## config.mk

```make
export PLATFORM = sky130hd
export DESIGN_NAME = key_event_decoder
export DESIGN_NICKNAME = d
export VERILOG_FILES = /design/src/rtl/key_event_decoder.sv
export SDC_FILE = /design/constraint.sdc
export NUM_CORES = 1
export LEC_CHECK = 0
export ABC_CLOCK_PERIOD_IN_PS = 2200
export BUFFER_PORTS_ARGS = -buffer_cell sky130_fd_sc_hd__buf_4
export CORE_ASPECT_RATIO = 0.75
export CORE_MARGIN = 2
export CORE_UTILIZATION = 40
export DETAILED_ROUTE_END_ITERATION = 10
export SYNTH_ARGS = -nofsm -noshare
export SYNTH_HDL_FRONTEND = slang
export SYNTH_SLANG_ARGS = --single-unit
```

## constraint.sdc

```tcl
create_clock -name clk -period 2.2 [get_ports clk]
set_input_delay 0.66 -clock clk [delete_from_list [all_inputs] [get_ports clk]]
set_output_delay 0.66 -clock clk [all_outputs]
set_load 0.02 [all_outputs]
```

## src/rtl/key_event_decoder.sv

```systemverilog
// Classifies a debounced key level into click, double-click and long-press events.
// Event pulses and the hold/busy levels all come straight from flops.
module key_event_decoder #(
    parameter int unsigned TICK_DIV   = 2_000_000,
    parameter int unsigned LONG_TICKS = 50,
    parameter int unsigned DBL_TICKS  = 15
) (
    input  logic clk,
    input  logic rst_n,
    input  logic key_level,
    output logic click_o,
    output logic dbl_click_o,
    output logic long_o,
    output logic hold_o,
    output logic busy_o
);

    localparam int unsigned PW        = 32;
    localparam int unsigned MAX_TICKS = (LONG_TICKS > DBL_TICKS) ? LONG_TICKS : DBL_TICKS;
    localparam int unsigned TW        = $clog2(MAX_TICKS + 1);

    typedef enum logic [2:0] {
        S_IDLE,
        S_PRESS1,
        S_WAIT2,
        S_PRESS2,
        S_LONG
    } state_t;

    state_t        r_state;
    logic [PW-1:0] r_pre;
    logic [TW-1:0] r_tcnt;
    logic          r_key_d;

    logic w_tick;
    logic w_rise;
    logic w_fall;
    logic w_long_to;
    logic w_dbl_to;

    assign w_tick    = (r_pre == PW'(TICK_DIV - 1));
    assign w_rise    = key_level & ~r_key_d;
    assign w_fall    = ~key_level & r_key_d;
    assign w_long_to = w_tick && (r_tcnt == TW'(LONG_TICKS - 1));
    assign w_dbl_to  = w_tick && (r_tcnt == TW'(DBL_TICKS - 1));

    // Free-running tick prescaler; the FSM never restarts it, hence the one-tick phase slack.
    always_ff @(posedge clk or negedge rst_n) begin
        if (!rst_n) begin
            r_pre   <= '0;
            r_key_d <= 1'b0;
        end else begin
            r_key_d <= key_level;
            if (w_tick) begin
                r_pre <= '0;
            end else begin
                r_pre <= r_pre + PW'(1);
            end
        end
    end

    // Gesture FSM; every transition clears tcnt, and an edge always beats a same-cycle timeout.
    always_ff @(posedge clk or negedge rst_n) begin
        if (!rst_n) begin
            r_state     <= S_IDLE;
            r_tcnt      <= '0;
            click_o     <= 1'b0;
            dbl_click_o <= 1'b0;
            long_o      <= 1'b0;
            hold_o      <= 1'b0;
            busy_o      <= 1'b0;
        end else begin
            click_o     <= 1'b0;
            dbl_click_o <= 1'b0;
            long_o      <= 1'b0;
            if (w_tick && (r_tcnt != {TW{1'b1}})) begin
                r_tcnt <= r_tcnt + TW'(1);
            end
            case (r_state)
                S_IDLE: begin
                    if (w_rise) begin
                        r_state <= S_PRESS1;
                        r_tcnt  <= '0;
                        busy_o  <= 1'b1;
                    end
                end
                S_PRESS1: begin
                    if (w_fall) begin
                        r_state <= S_WAIT2;
                        r_tcnt  <= '0;
                    end else if (w_long_to) begin
                        r_state <= S_LONG;
                        r_tcnt  <= '0;
                        long_o  <= 1'b1;
                        hold_o  <= 1'b1;
                    end
                end
                S_WAIT2: begin
                    if (w_rise) begin
                        r_state <= S_PRESS2;
                        r_tcnt  <= '0;
                    end else if (w_dbl_to) begin
                        r_state <= S_IDLE;
                        r_tcnt  <= '0;
                        click_o <= 1'b1;
                        busy_o  <= 1'b0;
                    end
                end
                S_PRESS2: begin
                    if (w_fall) begin
                        r_state     <= S_IDLE;
                        r_tcnt      <= '0;
                        dbl_click_o <= 1'b1;
                        busy_o      <= 1'b0;
                    end else if (w_long_to) begin
                        r_state <= S_LONG;
                        r_tcnt  <= '0;
                        long_o  <= 1'b1;
                        hold_o  <= 1'b1;
                    end
                end
                S_LONG: begin
                    if (w_fall) begin
                        r_state <= S_IDLE;
                        r_tcnt  <= '0;
                        hold_o  <= 1'b0;
                        busy_o  <= 1'b0;
                    end
                end
                default: begin
                    r_state <= S_IDLE;
                    r_tcnt  <= '0;
                    hold_o  <= 1'b0;
                    busy_o  <= 1'b0;
                end
            endcase
        end
    end

endmodule

```

======== Yosys cells after proc, flatten, opt, wreduce, memory -nomap -nowiden ========
Index checks and enable logic that the tools add are counted.
Widths: inputs -> output; s select.
word-level totals
  register bits after elaboration ......... 47
  input bits .............................. 3
  output and inout port bits .............. 5
  logic and storage cells ................. 76
cells by class
  add/subtract/negate cells ............... 2
  equality and inequality tests ........... 16
  mux-type cells .......................... 33
  bitwise logic cells ..................... 6
  reduce and logical (&&, ||, !) cells .... 10
operators with widths
  operator               number
  $mux 6                 7
  $add 32x1->32 const B  1
  $eq 32x21->1 const B   1
  $mux 32                1
  $pmux 6 s4             1
  $mux 3                 7
  $pmux 3 s5             1
  $mux 1                 14
  $ne 2x2->1 const B     5
  $add 6x1->6 const B    1
  $eq 3x2->1 const B     2
  $eq 6x4->1 const B     1
  $eq 6x6->1 const B     1
  $ne 6x6->1 const B     1
  $reduce_or 2->1        3
  $reduce_and 5->1       1
  $ne 2x1->1 const B     2
  $not 1->1              4
  $pmux 1 s4             1
  $reduce_and 4->1       1
  $eq 3x1->1 const B     1
  $eq 3x3->1 const B     1
  $logic_and 1x1->1      3
  $logic_not 3->1        1
  4 further kinds        5

======== Longest topological paths before layout ========
  depth in word-level cells ............... 6
  mapped depth ............................ 7
  depth with buffers taken out ............ 7

======== Least setup slack after synthesis ========
No wires, ideal clock.
  path type ............................... reg2reg
  start ................................... reg r_pre[0]
  end ..................................... reg r_tcnt[3]
  library setup time ...................... 73 ps
  arrival time ............................ 1,943 ps
  required time ........................... 2,127 ps
  setup slack ............................. 184 ps
  stages on the path, launching flop included .. 8
  path buffers ............................ 1
  cells stage by stage .................... dfrtp_1 -> ha_1 -> and3_1 -> buf_2 -> nand2_1 -> or3_4 -> or4_4 -> a21oi_2
on the way
  longest elaborated chain between the ends .. 6
  elaborated cells on any way between the ends .. 12
  those cells by class .................... eq/ne: 1; mux: 8; reduce/logical: 3
RTL lines
  item                              RTL line      text
  start: declaration                31            logic [PW-1:0] r_pre;
  start signal: assignment          57            r_pre <= r_pre + PW'(1);
  $eq 32x21->1 (*)                  41            assign w_tick = (r_pre == PW'(TICK_DIV - 1));
  $logic_and 1x1->1                 76            if (w_tick && (r_tcnt != {TW{1'b1}})) begin
  $mux 6                            76
  $mux 6, on equally long branches  91, 115, 102
  $mux 6, on equally long branches  110, 99
  $pmux 6 s4 (*)                    79            case (r_state)
  end signal: assignment            77            r_tcnt <= r_tcnt + TW'(1);
  end: declaration                  32            logic [TW-1:0] r_tcnt;
Every way passes the cells marked *; elsewhere a longest branch is shown, timed or not.
A chain may end at the register's enable or synchronous reset.

======== Worst setup path after layout ========
  start ................................... reg r_pre[7]
  end ..................................... reg r_tcnt[3]
The elaborated chain is that of the path after synthesis.

==> metrics.txt <==
Pwr Density 673 mW/mm²; WP data arrival 2290 ps; Worst Clk Skew 11.5 ps; flop2flop setup slack 140 ps; CTS tree done; H-tree level count 2; Post-Synth Simple-Gate Area 0.266; CP max stage delay 520 ps; RD Place Congestion 0.773; Min-Delay Path Class in2async; Synth area leaders dfrtp_1 50%, xnor2_1 8.6%, nand3_1 4.5%; area share of fa/ha/maj cells after synthesis 0.0214; post-synthesis compound-gate area fraction 0.0750; synthesized area 0.00234 mm²; worst skew pair latency 300 ps; I/O Pins 8; CP startpoint r_pre[7]$_DFF_PN0_; Sum Neg Setup Slack 0 ps; clock root buffer clkbuf_8; IO Port Bufs 7; CP endpoint kind flop; count of state elements after synthesis 47; hold slack 354 ps; Detail Route Antenna Nets 0; Num CTS Buffers 5; Tightest Pin Transition 591 ps; Routed WL 4450 µm; Clock Path Buffers 2; Tmin final 2060 ps; Final Setup Violations 0; Fmax slightly below 500 MHz; Die W 92.2 µm; initial core utilization 0.407; Core Footprint ~0.0057 mm²; mux share of post-synthesis cell area 0; post-layout net count 260; Synth Area in XOR/XNOR 0.116; data required time of the worst path ~2400 ps; main combinational cell family by area after synthesis simple AND/OR/NAND/NOR gates; crit start category flop; Core Rows 24; CTS Sinks 47; Worst R2R Start r_pre[7]$_DFF_PN0_; grt ovf 0; DP Area 0.00254 mm²; vias in the first global route 1602; post-route DRC violation count 0; Final Hold Viols 0; TritonRoute pass-1 iters 4; RSZ-0062 raised after global routing no; first-pass GRT wire length between 7000 and 8000 µm; Tot Pwr between 1.5 and 2 mW; gr usage total 0.152; die height 70.2 µm; Synth cell types 41; clock-pin slew on the worst setup and hold paths roughly 90 ps; largest net degree at the start of global routing 48; Peak supply drop 0.332 mV; Syn Area/Cell just under 10 µm²; hold buffer count at cts 0; area leader, netlist dfrtp_1; post-DR wirelength/cell 13.4 µm; max-slew violations 0; Area growth syn-to-layout 14.8%; Mapped Cells 235; layout cells sized above 1 0.134; fin area 0.00268 mm²; Crit path max-delay family simple AND/OR/NAND/NOR gates; status complete, no violations; CP Max Fanout 5; via count approximately 1700; number of max-cap violations 0; CP Buf/Inv Count 0; YS warnings 0; vias per cell 5.10; Pleak 1.17 nW; initial antenna violation count 0; total die area approximately 0.0065 mm²; sequential share of the synthesized area 0.503; DP HPWL 3100 µm; Synthesized Nets 242; CP max-delay cell or4_4; Synth top area share 0.503; Ant. Diodes 0; critical path cell sequence nor4_2 > nand4_1 > or3_4 > or4_4 > a21oi_2; relative slew slack 0.606; initial DRC count 108; Crit Path Category reg2reg; Tcrit/Tclk final 0.936
cell type report:
type	instances	area, µm²
Inverter	5	18.8
Sequential cell	47	1180
Clock buffer	6	72.6
Tap cell	78	97.6
Clock inverter	2	60.1
Timing Repair Buffer	17	128
Fill cell	546	3050
Multi-Input combinational cell	177	1130
registers in the layout, indices dropped and copies added, names as in the netlist:
signal	cells
long_o	1
r_tcnt	6
r_pre	32
hold_o	1
click_o	1
dbl_click_o	1
r_key_d	1
busy_o	1
r_state	3
through the flow:
| stage | util | setup slack, ps | instances |
|---|---|---|---|
| 3_3_place_gp | 0.442 | 120 | 324 |
| 6_report | 0.468 | 140 | 332 |
| 5_1_grt | 0.468 | 16.5 | 332 |
| 4_1_cts | 0.466 | 51.0 | 332 |
| 2_1_floorplan | - | 184 | 235 |
| 3_5_place_dp | 0.442 | 50.9 | 324 |
final timing paths:
path | end | cells after the start
worst max-delay path | r_tcnt[3]$_DFF_PN0_ | 5
worst min-delay path | r_state[2]$_DFFE_PN0P_ | 1
worst max register to register | r_tcnt[3]$_DFF_PN0_ | 5
worst min register to register | r_pre[6]$_DFF_PN0_ | 1
max in group asynchronous | r_pre[5]$_DFF_PN0_ | 1
min in group clk | r_pre[6]$_DFF_PN0_ | 1
repair_timing:
action | in CTS | in global routing
setup buffers | 0 | 0
setup endpoints to repair | 0 | 1
resized for setup | 0 | 2
per-layer routing:
metal	up-vias	part of all wire	global-route usage
met3	7	0.037	0.0367
met4	0	0.0094	0.0348
met5	-	0	0
li1	856	-	-
met2	28	0.40	0.208
met1	801	0.56	0.240
synthesized netlist by cell type, drive strengths merged:
cell,number
a211oi,1
a21o,1
a21oi,8
a311oi,1
a31o,1
a31oi,2
a41o,1
and2,5
and3,11
and4,3
buf,1
clkbuf,5
dfrtp,47
ha,4
inv,5
nand2,20
nand2b,2
nand3,21
nand4,4
nand4b,1
nor2,24
nor2b,4
nor3,9
nor3b,1
nor4,5
nor4b,2
o211ai,1
o21a,1
o21ai,6
o21bai,1
o311ai,1
o31ai,2
or2,1
or3,1
or4,1
xnor2,23
xor2,8
worst register-to-register path, cell delays in order, from the launching register on:
cell and delay [ps]:
dfrtp_1 440, nor4_2 300, nand4_1 160, or3_4 430
or4_4 520, a21oi_2 140
cells in the final DEF, fill, tap and decap left out, types with 6 or more instances in the layout:
cell / n
nand3_1: 21
o21ai_0: 6
and3_1: 10
nor3_1: 9
xnor2_1: 23
xor2_1: 8
a21oi_1: 7
nand2_1: 20
nor2_1: 24
buf_4: 17
dfrtp_1: 47
report_power, final:
group / internal, mW / total (mW) / switching, mW
Sequential: 0.885 / 0.919 / 0.0338
Clock: 0.454 / 0.749 / 0.294
Combinational: 0.0540 / 0.138 / 0.0845
kinds of logic after synthesis:
group | Yosys count
buffers and inverters | 11
flip-flops | 47
AO/OA/AOI/OAI | 27
AND/OR/NAND/NOR | 115
adder cells (fa/ha/maj) | 4
XOR/XNOR | 31
Power figures use the tool's default switching activity.
